===== config.mk =====
export PLATFORM = sky130hd
export DESIGN_NAME = pipeline_hazard_controller_flat
export DESIGN_NICKNAME = d
export VERILOG_FILES = /design/src/rtl/pipeline_hazard_controller_pkg.sv /design/src/rtl/pipeline_hazard_controller_if.sv /design/src/rtl/pipeline_hazard_controller_load_use_detector.sv /design/src/rtl/pipeline_hazard_controller.sv /design/src/flat_wrapper.sv
export SDC_FILE = /design/constraint.sdc
export NUM_CORES = 1
export LEC_CHECK = 0
export ABC_AREA = 1
export CORE_ASPECT_RATIO = 1.1
export CORE_UTILIZATION = 35
export CTS_CLUSTER_DIAMETER = 120
export CTS_CLUSTER_SIZE = 28
export DETAILED_ROUTE_END_ITERATION = 10
export GPL_ROUTABILITY_DRIVEN = 0
export GPL_TIMING_DRIVEN = 0
export SLEW_MARGIN = 10
export SYNTH_ARGS = -nofsm -noshare
export SYNTH_HDL_FRONTEND = slang
export SYNTH_SLANG_ARGS = --single-unit

===== constraint.sdc =====
create_clock -name CLK -period 2.1 [get_ports CLK]
set_clock_uncertainty 0.05 [all_clocks]
set_input_delay 0.525 -clock CLK [delete_from_list [all_inputs] [get_ports CLK]]
set_output_delay 0.525 -clock CLK [all_outputs]
set_load 0.02 [all_outputs]

===== src/rtl/pipeline_hazard_controller_pkg.sv =====
// Shared types and constants for the pipeline hazard controller.
// Build option HAZARD_STALL_STATS_EN is handled in the top module.
package pipeline_ctrl_pkg;

   typedef enum logic [0:0] {
      IDLE    = 1'b0,
      MD_BUSY = 1'b1
   } state_e;

   localparam logic [4:0] REG_ZERO               = 5'd0;
   localparam int         MULDIV_LATENCY_DEFAULT = 32;

   typedef struct packed {
      logic pc_hold;
      logic ifid_hold;
      logic idex_hold;
      logic exmem_hold;
      logic ifid_flush;
      logic idex_bubble;
      logic exmem_bubble;
      logic memwb_bubble;
      logic muldiv_start;
      logic muldiv_done;
   } hz_ctl_t;

endpackage


===== src/rtl/pipeline_hazard_controller_if.sv =====
// Hazard-status inputs and stall/flush controls exchanged between the
// pipeline datapath (master) and the hazard controller (slave).
interface pipeline_hazard_controller_if;
   logic [4:0] ID_ADDR1;
   logic [4:0] ID_ADDR2;
   logic       ID_USES1;
   logic       ID_USES2;
   logic [4:0] EX_ADDR;
   logic       EX_MEMREAD;
   logic       EX_MULDIV;
   logic       BJ_TAKEN;
   logic       DMEM_BUSY;

   logic       PC_HOLD;
   logic       IFID_HOLD;
   logic       IDEX_HOLD;
   logic       EXMEM_HOLD;
   logic       IFID_FLUSH;
   logic       IDEX_BUBBLE;
   logic       EXMEM_BUBBLE;
   logic       MEMWB_BUBBLE;
   logic       MULDIV_START;
   logic       MULDIV_DONE;

   modport master (
      output ID_ADDR1, ID_ADDR2, ID_USES1, ID_USES2, EX_ADDR,
             EX_MEMREAD, EX_MULDIV, BJ_TAKEN, DMEM_BUSY,
      input  PC_HOLD, IFID_HOLD, IDEX_HOLD, EXMEM_HOLD, IFID_FLUSH,
             IDEX_BUBBLE, EXMEM_BUBBLE, MEMWB_BUBBLE, MULDIV_START, MULDIV_DONE
   );

   modport slave (
      input  ID_ADDR1, ID_ADDR2, ID_USES1, ID_USES2, EX_ADDR,
             EX_MEMREAD, EX_MULDIV, BJ_TAKEN, DMEM_BUSY,
      output PC_HOLD, IFID_HOLD, IDEX_HOLD, EXMEM_HOLD, IFID_FLUSH,
             IDEX_BUBBLE, EXMEM_BUBBLE, MEMWB_BUBBLE, MULDIV_START, MULDIV_DONE
   );
endinterface


===== src/rtl/pipeline_hazard_controller_load_use_detector.sv =====
// Combinational load-use check: the load in EX writes a register the ID
// instruction reads. x0 is hardwired, so it never creates a dependency.
module load_use_detector
   import pipeline_ctrl_pkg::*;
(
   input  logic [4:0] id_addr1_i,
   input  logic [4:0] id_addr2_i,
   input  logic       id_uses1_i,
   input  logic       id_uses2_i,
   input  logic [4:0] ex_addr_i,
   input  logic       ex_memread_i,
   output logic       lu_o
);

   logic hit1;
   logic hit2;

   assign hit1 = id_uses1_i & (id_addr1_i == ex_addr_i);
   assign hit2 = id_uses2_i & (id_addr2_i == ex_addr_i);
   assign lu_o = ex_memread_i & (ex_addr_i != REG_ZERO) & (hit1 | hit2);

endmodule


===== src/rtl/pipeline_hazard_controller.sv =====
// Stall/flush sequencer for the 5-stage pipeline: load-use, iterative divide,
// data-memory wait and branch flush. HAZARD_STALL_STATS_EN adds stall/flush counters.
//
//  state   | meaning
//  IDLE    | no divide in flight; DMEM/branch/load-use hazards handled directly
//  MD_BUSY | divide occupying EX; count = cycles left before the result is valid
module pipeline_hazard_controller
   import pipeline_ctrl_pkg::*;
#(
   parameter int MULDIV_LATENCY = MULDIV_LATENCY_DEFAULT,
   parameter int CNT_W          = 8
) (
   input  logic                         CLK,
   input  logic                         RESET,
   pipeline_hazard_controller_if.slave  hz
`ifdef HAZARD_STALL_STATS_EN
   ,
   output logic [31:0]                  STALL_CYCLES,
   output logic [31:0]                  FLUSH_COUNT
`endif
);

   localparam logic [CNT_W-1:0] CNT_LOAD = CNT_W'(MULDIV_LATENCY - 1);
   localparam logic [CNT_W-1:0] CNT_ONE  = CNT_W'(1);

   state_e           state_q, state_d;
   logic [CNT_W-1:0] count_q, count_d;
   hz_ctl_t          ctl;
   hz_ctl_t          ctl_out;
   logic             lu;

   load_use_detector u_lu (
      .id_addr1_i   (hz.ID_ADDR1),
      .id_addr2_i   (hz.ID_ADDR2),
      .id_uses1_i   (hz.ID_USES1),
      .id_uses2_i   (hz.ID_USES2),
      .ex_addr_i    (hz.EX_ADDR),
      .ex_memread_i (hz.EX_MEMREAD),
      .lu_o         (lu)
   );

   always_ff @(posedge CLK or posedge RESET) begin
      if (RESET) begin
         state_q <= IDLE;
         count_q <= '0;
      end else begin
         state_q <= state_d;
         count_q <= count_d;
      end
   end

   always_comb begin
      ctl     = '0;
      state_d = state_q;
      count_d = count_q;

      // The divider runs regardless of memory stalls, so the count always ticks.
      if (state_q == MD_BUSY && count_q != '0) begin
         count_d = count_q - CNT_ONE;
      end

      if (hz.DMEM_BUSY) begin
         ctl.pc_hold      = 1'b1;
         ctl.ifid_hold    = 1'b1;
         ctl.idex_hold    = 1'b1;
         ctl.exmem_hold   = 1'b1;
         ctl.memwb_bubble = 1'b1;
      end else if (state_q == MD_BUSY) begin
         if (count_q != '0) begin
            ctl.pc_hold      = 1'b1;
            ctl.ifid_hold    = 1'b1;
            ctl.idex_hold    = 1'b1;
            ctl.exmem_bubble = 1'b1;
         end else begin
            ctl.muldiv_done = 1'b1;
            state_d         = IDLE;
         end
      end else if (hz.EX_MULDIV) begin
         ctl.muldiv_start = 1'b1;
         ctl.pc_hold      = 1'b1;
         ctl.ifid_hold    = 1'b1;
         ctl.idex_hold    = 1'b1;
         ctl.exmem_bubble = 1'b1;
         count_d          = CNT_LOAD;
         state_d          = MD_BUSY;
      end else if (hz.BJ_TAKEN) begin
         ctl.ifid_flush  = 1'b1;
         ctl.idex_bubble = 1'b1;
      end else if (lu) begin
         ctl.pc_hold     = 1'b1;
         ctl.ifid_hold   = 1'b1;
         ctl.idex_bubble = 1'b1;
      end
   end

   // Keep the divider and pipeline quiet while reset is held, whatever the inputs.
   assign ctl_out = RESET ? '0 : ctl;

   assign hz.PC_HOLD      = ctl_out.pc_hold;
   assign hz.IFID_HOLD    = ctl_out.ifid_hold;
   assign hz.IDEX_HOLD    = ctl_out.idex_hold;
   assign hz.EXMEM_HOLD   = ctl_out.exmem_hold;
   assign hz.IFID_FLUSH   = ctl_out.ifid_flush;
   assign hz.IDEX_BUBBLE  = ctl_out.idex_bubble;
   assign hz.EXMEM_BUBBLE = ctl_out.exmem_bubble;
   assign hz.MEMWB_BUBBLE = ctl_out.memwb_bubble;
   assign hz.MULDIV_START = ctl_out.muldiv_start;
   assign hz.MULDIV_DONE  = ctl_out.muldiv_done;

`ifdef HAZARD_STALL_STATS_EN
   logic [31:0] stall_q, stall_d;
   logic [31:0] flush_q, flush_d;

   assign stall_d = stall_q + {31'd0, ctl_out.pc_hold};
   assign flush_d = flush_q + {31'd0, ctl_out.ifid_flush};

   always_ff @(posedge CLK or posedge RESET) begin
      if (RESET) begin
         stall_q <= '0;
         flush_q <= '0;
      end else begin
         stall_q <= stall_d;
         flush_q <= flush_d;
      end
   end

   assign STALL_CYCLES = stall_q;
   assign FLUSH_COUNT  = flush_q;
`endif

endmodule

===== src/flat_wrapper.sv =====
// flat-port wrapper written by rule: the top's interface ports become plain ports
module pipeline_hazard_controller_flat import pipeline_ctrl_pkg::*;
#(
   parameter int MULDIV_LATENCY = MULDIV_LATENCY_DEFAULT,
   parameter int CNT_W          = 8
)
  (CLK, RESET, hz_ID_ADDR1, hz_ID_ADDR2, hz_ID_USES1, hz_ID_USES2, hz_EX_ADDR, hz_EX_MEMREAD, hz_EX_MULDIV, hz_BJ_TAKEN, hz_DMEM_BUSY, hz_PC_HOLD, hz_IFID_HOLD, hz_IDEX_HOLD, hz_EXMEM_HOLD, hz_IFID_FLUSH, hz_IDEX_BUBBLE, hz_EXMEM_BUBBLE, hz_MEMWB_BUBBLE, hz_MULDIV_START, hz_MULDIV_DONE);
  pipeline_hazard_controller_if hz_i ();
  input  logic CLK;
  input  logic RESET;
  input wire logic [$bits(hz_i.ID_ADDR1)-1:0] hz_ID_ADDR1;
  input wire logic [$bits(hz_i.ID_ADDR2)-1:0] hz_ID_ADDR2;
  input wire logic [$bits(hz_i.ID_USES1)-1:0] hz_ID_USES1;
  input wire logic [$bits(hz_i.ID_USES2)-1:0] hz_ID_USES2;
  input wire logic [$bits(hz_i.EX_ADDR)-1:0] hz_EX_ADDR;
  input wire logic [$bits(hz_i.EX_MEMREAD)-1:0] hz_EX_MEMREAD;
  input wire logic [$bits(hz_i.EX_MULDIV)-1:0] hz_EX_MULDIV;
  input wire logic [$bits(hz_i.BJ_TAKEN)-1:0] hz_BJ_TAKEN;
  input wire logic [$bits(hz_i.DMEM_BUSY)-1:0] hz_DMEM_BUSY;
  output wire logic [$bits(hz_i.PC_HOLD)-1:0] hz_PC_HOLD;
  output wire logic [$bits(hz_i.IFID_HOLD)-1:0] hz_IFID_HOLD;
  output wire logic [$bits(hz_i.IDEX_HOLD)-1:0] hz_IDEX_HOLD;
  output wire logic [$bits(hz_i.EXMEM_HOLD)-1:0] hz_EXMEM_HOLD;
  output wire logic [$bits(hz_i.IFID_FLUSH)-1:0] hz_IFID_FLUSH;
  output wire logic [$bits(hz_i.IDEX_BUBBLE)-1:0] hz_IDEX_BUBBLE;
  output wire logic [$bits(hz_i.EXMEM_BUBBLE)-1:0] hz_EXMEM_BUBBLE;
  output wire logic [$bits(hz_i.MEMWB_BUBBLE)-1:0] hz_MEMWB_BUBBLE;
  output wire logic [$bits(hz_i.MULDIV_START)-1:0] hz_MULDIV_START;
  output wire logic [$bits(hz_i.MULDIV_DONE)-1:0] hz_MULDIV_DONE;
  assign hz_i.ID_ADDR1 = hz_ID_ADDR1;
  assign hz_i.ID_ADDR2 = hz_ID_ADDR2;
  assign hz_i.ID_USES1 = hz_ID_USES1;
  assign hz_i.ID_USES2 = hz_ID_USES2;
  assign hz_i.EX_ADDR = hz_EX_ADDR;
  assign hz_i.EX_MEMREAD = hz_EX_MEMREAD;
  assign hz_i.EX_MULDIV = hz_EX_MULDIV;
  assign hz_i.BJ_TAKEN = hz_BJ_TAKEN;
  assign hz_i.DMEM_BUSY = hz_DMEM_BUSY;
  assign hz_PC_HOLD = hz_i.PC_HOLD;
  assign hz_IFID_HOLD = hz_i.IFID_HOLD;
  assign hz_IDEX_HOLD = hz_i.IDEX_HOLD;
  assign hz_EXMEM_HOLD = hz_i.EXMEM_HOLD;
  assign hz_IFID_FLUSH = hz_i.IFID_FLUSH;
  assign hz_IDEX_BUBBLE = hz_i.IDEX_BUBBLE;
  assign hz_EXMEM_BUBBLE = hz_i.EXMEM_BUBBLE;
  assign hz_MEMWB_BUBBLE = hz_i.MEMWB_BUBBLE;
  assign hz_MULDIV_START = hz_i.MULDIV_START;
  assign hz_MULDIV_DONE = hz_i.MULDIV_DONE;
  pipeline_hazard_controller #(.MULDIV_LATENCY(MULDIV_LATENCY), .CNT_W(CNT_W)) u_core (.CLK(CLK), .RESET(RESET), .hz(hz_i));
endmodule

# Yosys cells after proc, flatten, opt, wreduce, memory -nomap -nowiden
# Index checks and enable logic that the tools add are counted.
[totals]
in_bits = 23
reg_bits = 9
elab_cells = 38
out_inout_bits = 10
[classes]
muxes = 25
n_reduce_logical = 3
bitwise_logic = 5
n_eq_ne = 2
addsub = 1
[ops]
columns = ["op", "count"]
rows = [
  ["8-bit two-way mux", 4],
  ["2-bit two-way mux", 6],
  ["3-bit two-way mux", 4],
  ["5-bit == test", 2],
  ["1-bit two-way mux", 10],
  ["10-bit two-way mux", 1],
  ["8-bit nonzero test", 1],
  ["8-bit by 1-bit subtractor with 8-bit output, second input constant", 1],
  ["5-bit nonzero test", 1],
  ["1-bit AND", 4],
  ["1-bit logical AND", 1],
  ["1-bit bitwise OR", 1],
]

# Logic depth before layout (Yosys ltp)
# Gate-level depths: netlist of the first run.
[logic_depth]
depth_word = 10
mapped_depth = 10
ltp_nobuf = 9

# Hierarchy
# Synthesis of the first run repeated with hierarchy kept, for this count alone.
[unflattened]
cells_unflattened = 152
hier_area_um2 = 910.9
[by_module_without_submodules]
columns = ["module", "cells_each", "area_each_um2", "seq_area_each_um2", "n_inst"]
rows = [
  ["pipeline_hazard_controller", 98, 694.4, 225.2, 1],
  ["load_use_detector", 54, 216.5, 0.0, 1],
]

# Least setup slack after synthesis of the first run
# No wires, ideal clock.
[synth_timing]
path_kind = "flip-flop to output port"
startpoint = "register u_core.count_q[0]"
endpoint = "output hz_PC_HOLD"
path_buffers = 1
path_slack_ns = -0.073
required_ns = 1.525
stages_incl_launch_ff = 11
arrival_ns = 1.598
cell_sequence = "dfrtp_1 -> inv_1 -> ha_1 -> nand3_2 -> nor2_8 -> nor2_8 -> nor2_4 -> nand2_1 -> nand2_1 -> nand2_1 -> buf_4"
[synth_between]
elab_chain_len = 5
[synth_rtl]
columns = ["element", "line", "source"]
rows = [
  ["start, declared", "pipeline_hazard_controller.sv:27", "logic [CNT_W-1:0] count_q, count_d;"],
  ["start signal, assigned", "pipeline_hazard_controller.sv:48", "count_q <= count_d;"],
  ["8-bit nonzero test", "pipeline_hazard_controller.sv:69", "if (count_q != '0) begin"],
  ["3-bit two-way mux", "pipeline_hazard_controller.sv:69", ""],
  ["3-bit two-way mux", "pipeline_hazard_controller.sv:68", "end else if (state_q == MD_BUSY) begin"],
  ["3-bit two-way mux", "pipeline_hazard_controller.sv:62", "if (hz.DMEM_BUSY) begin"],
  ["10-bit two-way mux", "pipeline_hazard_controller.sv:97", "assign ctl_out = RESET ? '0 : ctl;"],
  ["end, declared", "flat_wrapper.sv:20", "output wire logic [$bits(hz_i.PC_HOLD)-1:0] hz_PC_HOLD;"],
]
# No other way between the ends.

# Worst setup path after layout of the first run
# Ends and elaborated chain as after synthesis.

==> results of run 1 <==
[cell families after synthesis]
group / share of synthesized area [%]
and+or+nand+nor: 51.3
buffers and inverters: 14.8
AOI/OAI and AO/OA: 7.01
DFF: 23.4
adders and majority gates: 2.60
xor gates and xnor gates: 0.909
[area by class of cell]
cell class / count / area (µm²) / share of cell area (%)
multi-input cells: 117 / 656 / 45.1
well taps: 31 / 38.8 / 2.67
plain buffers: 2 / 18.8 / 1.29
flip-flops and latches: 9 / 228 / 15.7
repair buffers: 44 / 354 / 24.4
inverters: 34 / 131 / 9.04
clock buffers: 4 / 26.3 / 1.81
[worst max-delay path, cell delays in order, from the launching register on]
cell and delay, ns:
dfrtp_1 0.39, inv_2 0.09, ha_4 0.14, nand3_4 0.08, nor2_8 0.15, nor2_8 0.05
nor2_4 0.11, nand2_2 0.06, nand2_2 0.07, nand2_2 0.06, buf_6 0.11, buf_6 0.12
[timing repair]
item	4_1_cts	5_1_grt
buffers inserted	10	2
endpoints found under the setup margin	10	9
pin swaps	19	12
resized for setup	79	19
hold buffers	0	0
[state kept, by name, summed over array words and instances, names as in the netlist]
signal and cells:
u_core.state_q 1, u_core.count_q 8
[placed cells by master (no fill, tap or decap), types with 3 or more instances in the layout]
cell type       n
nor2_4          4
buf_6           4
nand2_1        55
nand3_1         9
buf_4          14
clkbuf_4        3
a21oi_2         3
nand2_2         8
dfrtp_1         7
dlygate4sd2_1  15
buf_2           3
nor2_1         11
inv_2          11
o21ai_1         6
inv_1          22
nand4_1         4
nor2_2          3
clkbuf_2        5
[path summary, 6_finish.rpt]
path	from	endpoint	slack (ns)	depth (start not counted)
max	u_core.count_q[0]	hz_PC_HOLD	-0.17	11
min	RESET	u_core.count_q[1]	0.28	3
max reg2reg	u_core.count_q[0]	u_core.count_q[4]	0.52	10
min reg2reg	u_core.count_q[7]	u_core.count_q[7]	0.52	2
max in group asynchronous	RESET	u_core.state_q	1.57	3
min in group CLK	u_core.count_q[7]	u_core.count_q[7]	0.52	2
[stage by stage]
step           hold slack [ns]  cell area (µm²)
3_3_place_gp             0.438             1330
3_5_place_dp             0.438             1330
4_1_cts                  0.429             1440
6_report                 0.275             1450
5_1_grt                  0.297             1450
2_1_floorplan            0.311              966
[per-layer routing]
layer | track usage, % | vias up | wire length (µm)
met5 | 0 | - | 0
met1 | 21.3 | 508 | 1110
met3 | 1.87 | 5 | 134
met4 | 9.27 | 0 | 48
li1 | - | 589 | -
met2 | 37.2 | 28 | 1460
[where the power goes]
group          internal (mW)  switching (mW)  total, mW
clock network         0.0735          0.0641      0.138
logic                  0.282           0.338      0.620
registers              0.233          0.0714      0.304
total                  0.588           0.474       1.06
==> impl_metrics.yaml, run 1 <==
logic_synthesis:
  yosysUniqueCellTypes: 23
  synth_area_leaders: "dfrtp_1 23%, nand2_1 23%, inv_1 12%"
  syn_area_um2: 963
  synth_warnings: 0
  synth_common_cells: "60 x nand2_1, 30 x inv_1, 13 x nor2_1, 9 x dfrtp_1, 9 x nand3_1"
  syn-num-nets: 187
  ys_seq_area_share_pct: 23.4
  ys_ff_latch: 9
  async_flop_share_pct: 100
  syn_area_per_cell_um2: 5.95
  yosys_most_used_dff: "dfrtp_1"
  synth_most_common_cell: "nand2_1"
  synth_top_cell_area_share_pct: 23.4
  yosysTopAreaCell: "dfrtp_1"
  postSynthCellCount: 162
  synth_edf_count: 0
worst_setup_path:
  critPathMaxFanout: 3
  critPathArrivalTime_ns: 1.70
  cp-end-kind: "primary output"
  crit_type: "reg2out"
  critPathLaunchType: "flop"
  crit_required_ns: 1.52
timing:
  min_period_over_period_pct: 108
  setup_ws_ns: -0.174
  relSlewSlack_pct: 85.9
  grt_setup_unrepaired: "true"
  setup_violations: 4
  hold_violations: 0
  drv_slew: 0
  worst_pin_slew_ns: 0.211
  fin_tns_setup_ns: -0.500
  finalCriticalPeriod_ns: 2.27
  fmax_ghz: 0.440
global_routing:
  overflow: 0
  grt_pass1_wl_mm: 4.41
  antenna_found_initial: 0
  track_usage_pct: 19.7
  first_global_vias: 1080
  grt_max_degree: 10
clock_tree:
  cts_sinks: 9
  clkTransAtPathRegs_ns: 0.06
  cts_made_buffers: 3
  cts_root_buffer: "clkbuf_4"
  clk_latency_ns: 0.27
  htreeDepth: 1
  clockBufferDepth: 2
  cts_tree: "built"
power:
  p_leak_nw: 0.831
  p_per_area_mw_per_mm2: 731
  irDropWorstVdd_v: 0.000664
  power_mw: 1.06
floorplan:
  start_util_pct: 37.9
  num_rows: 19
  num_io_pins: 33
  chipHeight_um: 57.0
  core_area_mm2: 0.00254
  die_w_um: 52.0
  dieArea_mm2: 0.00297
drt:
  drt_iter0_markers: 26
  drt-pass1-iter-count: 4
  routed_wl_mm: 2.76
  wire_per_inst_um: 11.4
  viasPerCell: 4.69
  drtAntennaViolNets: 0
  drc_errors: 0
  vias: 1130
min_path:
  hp-class: "in2async"
final_layout:
  drive_above_1_share_pct: 32.9
  nets: 236
  finalNonFillerCells: 241
  n_fill_cell: 252
  antenna_cells: 0
  area_growth_pct: 50.8
  utilization_pct: 57.1
place:
  dp_hpwl_mm: 1.95
  dp_worst_setup_slack_ns: -0.815
  place_inst: 225
  port_buffers: 32
run:
  drv_cap: 0
run_status:
  violations: "negative setup slack"
  status: "complete, but fails checks"
(Power assumes the default switching activity.)
==> run 2, diff against run 1 <==
--- a/config.mk
+++ b/config.mk
@@ -9,10 +9,11 @@
 export CORE_ASPECT_RATIO = 1.1
 export CORE_UTILIZATION = 35
 export CTS_CLUSTER_DIAMETER = 120
-export CTS_CLUSTER_SIZE = 28
+export CTS_CLUSTER_SIZE = 14
 export DETAILED_ROUTE_END_ITERATION = 10
 export GPL_ROUTABILITY_DRIVEN = 0
 export GPL_TIMING_DRIVEN = 0
+export MAX_ROUTING_LAYER = met4
 export SLEW_MARGIN = 10
 export SYNTH_ARGS = -nofsm -noshare
 export SYNTH_HDL_FRONTEND = slang
==> run 2 against run 1 <==
Worst setup slack about the same; critical path depth stayed put; the flow still finishes with violations (negative setup slack); largest cell class unchanged; clock power barely moved; via count barely moved; global-route usage is 0.60 points higher; core utilization did not move; first-iteration DRC count did not move.
==> impl_metrics.yaml, run 2 (synthesis gave the netlist of run 1 again) <==
run_status:
  violations: "negative setup slack"
  status: "complete, but fails checks"
timing:
  hold_ws_ns: 0.276
  finalCriticalPeriod_ns: 2.27
  min_period_over_period_pct: 108
  worst_pin_slew_ns: 0.211
  fmax_ghz: 0.440
  setup_ws_ns: -0.174
  grt_setup_unrepaired: "true"
  relSlewSlack_pct: 85.9
  fin_tns_setup_ns: -0.500
  drv_slew: 0
  hold_violations: 0
  setup_violations: 4
clock_tree:
  clk_latency_ns: 0.27
  cts_made_buffers: 3
  htreeDepth: 1
  clkTransAtPathRegs_ns: 0.06
  cts_root_buffer: "clkbuf_4"
  cts_tree: "built"
  cts_sinks: 9
  clockBufferDepth: 2
worst_setup_path:
  critPathLaunch: "u_core.count_q[0]"
  crit_type: "reg2out"
  reg2regPathDepth: 10
  crit_required_ns: 1.52
  critPathArrivalTime_ns: 1.70
  regToRegStartpoint: "u_core.count_q[0]"
  critPathLaunchType: "flop"
  critPathMaxFanout: 3
  cp-end-kind: "primary output"
floorplan:
  dieArea_mm2: 0.00297
  num_io_pins: 33
  core_area_mm2: 0.00254
  die_w_um: 52.0
  chipHeight_um: 57.0
  start_util_pct: 37.9
  num_rows: 19
final_layout:
  layout_commonest_cell: "nand2_1"
  antenna_cells: 0
  area_growth_pct: 50.8
  layout_common_cells: "55 x nand2_1, 22 x inv_1, 15 x dlygate4sd2_1"
  utilization_pct: 57.1
  multiInputGateArea_um2: 656
  n_fill_cell: 252
  drive_above_1_share_pct: 32.9
  largest_reg_flops: 8
  nets: 236
  largest_registers: "u_core.count_q x8, u_core.state_q x1"
  finalNonFillerCells: 241
  ff_latch_area_um2: 228
  registers.top_by_ff_count: "u_core.count_q"
global_routing:
  overflow: 0
  first_global_vias: 1080
  antenna_found_initial: 0
  grt_max_degree: 10
  grt_pass1_wl_mm: 4.41
  track_usage_pct: 20.3
drt:
  vias: 1131
  drtAntennaViolNets: 0
  drc_errors: 0
  routed_wl_mm: 2.75
  drt-pass1-iter-count: 4
  drt_iter0_markers: 26
  wire_per_inst_um: 11.4
  viasPerCell: 4.69
place:
  port_buffers: 32
  dp_hpwl_mm: 1.95
  place_inst: 225
power:
  p_leak_nw: 0.831
  p_per_area_mw_per_mm2: 731
  power_mw: 1.06
  irDropWorstVdd_v: 0.000664
min_path:
  hp-class: "in2async"
run:
  drv_cap: 0
-- run 2: metal layers --
layer  up-vias  track usage, %  wire, µm
met4         0            9.27        48
met2        30            37.2      1450
li1        590               -         -
met1       506            21.3      1110
met5         -               -         0
met3         5            1.87       138
-- run 2: report_power, final --
group / leakage [nW] / switching (mW) / internal (mW)
Clock: 0.0150 / 0.0641 / 0.0735
Combinational: 0.710 / 0.338 / 0.282
Sequential: 0.106 / 0.0712 / 0.233
Total: 0.831 / 0.474 / 0.588
-- run 2: worst paths after layout --
| kind | endpoint | slack, ns |
|---|---|---|
| min | u_core.count_q[1] | 0.28 |
| max in group asynchronous | u_core.state_q | 1.57 |
| max reg2reg | u_core.count_q[4] | 0.52 |
| min reg2reg | u_core.count_q[7] | 0.52 |
| max | hz_PC_HOLD | -0.17 |
| min in group CLK | u_core.count_q[7] | 0.52 |
-- run 2: metrics by stage --
stage	setup slack, ns	area [µm²]
2_1_floorplan	0.0398	966
3_3_place_gp	-0.815	1330
3_5_place_dp	-0.815	1330
4_1_cts	-0.172	1440
5_1_grt	-0.253	1450
6_report	-0.174	1450
-- run 2: critical path, stage by stage (launching register included) --
cell and delay, ns:
dfrtp_1 0.39, inv_2 0.09, ha_4 0.14, nand3_4 0.08
nor2_8 0.15, nor2_8 0.05, nor2_4 0.11, nand2_2 0.06
nand2_2 0.07, nand2_2 0.06, buf_6 0.11, buf_6 0.12
-- run 2: repair_timing --
item | 4_1_cts | 5_1_grt
pin swaps | 19 | 12
buffers inserted | 10 | 2
setup endpoints to repair | 10 | 9
hold buffers | 0 | 0
gates resized for setup | 79 | 19
-- run 2: area by class of cell --
type,instances,share of cell area [%]
Buffer,2,1.29
Clock buffer,4,1.81
Inverter,34,9.04
Multi-Input combinational cell,117,45.1
Sequential cell,9,15.7
Tap cell,31,2.67
Timing Repair Buffer,44,24.4
==> run 3, diff against run 2 <==
--- a/config.mk
+++ b/config.mk
@@ -5,7 +5,6 @@
 export SDC_FILE = /design/constraint.sdc
 export NUM_CORES = 1
 export LEC_CHECK = 0
-export ABC_AREA = 1
 export CORE_ASPECT_RATIO = 1.1
 export CORE_UTILIZATION = 35
 export CTS_CLUSTER_DIAMETER = 120
@@ -14,6 +13,7 @@
 export GPL_ROUTABILITY_DRIVEN = 0
 export GPL_TIMING_DRIVEN = 0
 export MAX_ROUTING_LAYER = met4
+export PLACE_DENSITY = 0.71
 export SLEW_MARGIN = 10
 export SYNTH_ARGS = -nofsm -noshare
 export SYNTH_HDL_FRONTEND = slang
==> run 3 against run 2 <==
The flow still finishes with violations (negative setup slack); cell count fell by 30%; critical path depth is 2 lower; first-iteration DRC count decreased by 69%; worst setup slack worse by 0.16 ns; highest routed layer unchanged.
==> impl_metrics.yaml, run 3 <==
run_status:
  status: "complete, but fails checks"
  violations: "negative setup slack"
drt:
  wire_per_inst_um: 14.6
  viasPerCell: 5.00
  vias: 845
  drt_iter0_markers: 8
  routed_wl_mm: 2.46
  drtAntennaViolNets: 0
  drc_errors: 0
  drt-pass1-iter-count: 4
power:
  p_sw_share_pct: 43.8
  p_leak_nw: 0.603
  p_int_uw: 689
  power_mw: 1.23
  p_switching_uw: 537
  combPwrFrac_pct: 58.6
  p_per_area_mw_per_mm2: 898
  pwr-share-seq_pct: 30.0
  p_clk_share_pct: 11.4
  irDropWorstVdd_v: 0.000774
final_layout:
  largest_registers: "u_core.count_q x8, u_core.state_q x1"
  fin_area_mm2: 0.00137
  largest_reg_flops: 8
  nets: 167
  antenna_cells: 0
  registers.top_by_ff_count: "u_core.count_q"
  drive_above_1_share_pct: 50.4
  layout_common_cells: "19 x buf_4, 11 x buf_2, 11 x xor2_1"
  finalNonFillerCells: 169
  area_growth_pct: 81.8
  layout_commonest_cell: "buf_4"
logic_synthesis:
  syn-num-nets: 114
  synth_area_leaders: "dfrtp_1 30%, xor2_1 14%, nor4_1 4.2%"
  synth_top_cell_area_share_pct: 30.0
  syn_area_per_cell_um2: 8.44
  synthSimpleGateAreaFrac_pct: 26.3
  yosysTopAreaCell: "dfrtp_1"
  postSynthCellCount: 89
  ys_seq_area_share_pct: 30.0
  yosysUniqueCellTypes: 33
  synthXorXnorAreaFrac_pct: 16.3
  async_flop_share_pct: 100
  synthAdderAreaFrac_pct: 3.33
  synth_most_common_cell: "xor2_1"
  ys_ff_latch: 9
  syn_area_um2: 751
  synth_warnings: 0
  synth_top_family_by_area: "simple AND/OR/NAND/NOR gates"
  yosys_most_used_dff: "dfrtp_1"
  synthMuxAreaShare_pct: 0
  synth_edf_count: 0
  synth_common_cells: "12 x xor2_1, 9 x dfrtp_1, 8 x nor2_1, 7 x nand2_1, 6 x inv_1"
  synth-compound-area-share_pct: 17.7
global_routing:
  first_global_vias: 815
  overflow: 0
  antenna_found_initial: 0
  grt_max_degree: 10
  track_usage_pct: 21.1
  grt_pass1_wl_mm: 3.50
worst_setup_path:
  r2r_end: "u_core.count_q[3]"
  regToRegStartpoint: "u_core.count_q[5]"
  r2r_slack_ns: 0.21
  critPathArrivalTime_ns: 1.86
  crit_required_ns: 1.52
  critPathLaunch: "u_core.count_q[1]"
  cp-end-kind: "primary output"
  critPathMaxFanout: 2
  crit_type: "reg2out"
  reg2regPathDepth: 6
  critPathLaunchType: "flop"
clock_tree:
  clkTransAtPathRegs_ns: 0.07
  clockBufferDepth: 2
  cts_tree: "built"
  cts_sinks: 9
  cts_made_buffers: 3
  clk_latency_ns: 0.27
  cts_root_buffer: "clkbuf_4"
  htreeDepth: 1
timing:
  min_period_over_period_pct: 116
  worst_pin_slew_ns: 0.352
  setup_violations: 6
  fmax_ghz: 0.410
  hold_violations: 0
  finalCriticalPeriod_ns: 2.44
  setup_ws_ns: -0.338
  drv_slew: 0
  fin_tns_setup_ns: -1.40
  grt_setup_unrepaired: "true"
  relSlewSlack_pct: 76.3
  hold_ws_ns: 0.313
place:
  dp_hpwl_mm: 1.51
  place_inst: 149
  port_buffers: 32
  dpl-instance-area_mm2: 0.00115
floorplan:
  die_w_um: 46.2
  core_area_mm2: 0.00202
  num_io_pins: 33
  num_rows: 17
  dieArea_mm2: 0.00233
  chipHeight_um: 50.6
  start_util_pct: 37.2
run:
  drv_cap: 0
min_path:
  hp-class: "in2async"
==> run 3: timing repair <==
item,4_1_cts,5_1_grt
setup buffers,13,4
gates resized for setup,119,17
hold buffers,0,0
pin swaps,21,8
setup endpoints to repair,10,9
==> run 3: layer usage <==
metal | vias up | track usage (%) | share of wire, %
li1 | 415 | - | -
met1 | 389 | 22.9 | 38
met2 | 39 | 37.1 | 52
met3 | 2 | 2.88 | 9.3
met4 | 0 | 8.33 | 0.93
met5 | - | - | 0
==> run 3: logic make-up (layout without fill, tap and decap cells) <==
family | count (synthesis) | after routing
xor+xnor | 14 | 14
compound gates | 17 | 17
buf+inv | 10 | 62
fa+ha+maj | 2 | 2
flops | 9 | 9
simple gates | 37 | 37
==> run 3: worst max-delay path by stage <==
stage | endpoint | depth (start not counted)
after floorplan | hz_PC_HOLD | 6
after global placement | hz_PC_HOLD | 7
after detailed placement | hz_PC_HOLD | 7
after CTS | hz_PC_HOLD | 8
after global routing | hz_PC_HOLD | 8
final | hz_PC_HOLD | 9
==> run 3: worst max-delay path, stage by stage, from the launching register on <==
cell	delay, ns
dfrtp_1	0.38
inv_2	0.07
ha_4	0.15
nor2b_4	0.12
buf_4	0.13
a31o_4	0.23
a21oi_4	0.16
o21bai_4	0.14
buf_6	0.11
buf_6	0.10
==> run 3: area by class of cell <==
type | instances | area (µm²)
Timing Repair Buffer | 49 | 393
Multi-Input combinational cell | 70 | 633
Inverter | 6 | 26.3
Fill cell | 154 | 656
Clock buffer | 4 | 26.3
Buffer | 3 | 23.8
Sequential cell | 9 | 228
Tap cell | 28 | 35.0
==> run 3: metrics by stage <==
step,setup slack [ns],util (%)
5_1_grt,-0.387,67.6
2_1_floorplan,-0.104,-
3_3_place_gp,-1.12,57.0
3_5_place_dp,-1.12,57.0
6_report,-0.338,67.6
4_1_cts,-0.309,65.4
==> run 3: power groups by stage <==
stage / Sequential, mW / Clock, mW / Combinational, mW
final: 0.368 / 0.140 / 0.717
after global routing: 0.377 / 0.145 / 0.787
after CTS: 0.357 / 0.139 / 0.671
after detailed placement: 0.357 / 0 / 0.503
after global placement: 0.354 / 0 / 0.489
after floorplan: 0.336 / 0 / 0.369
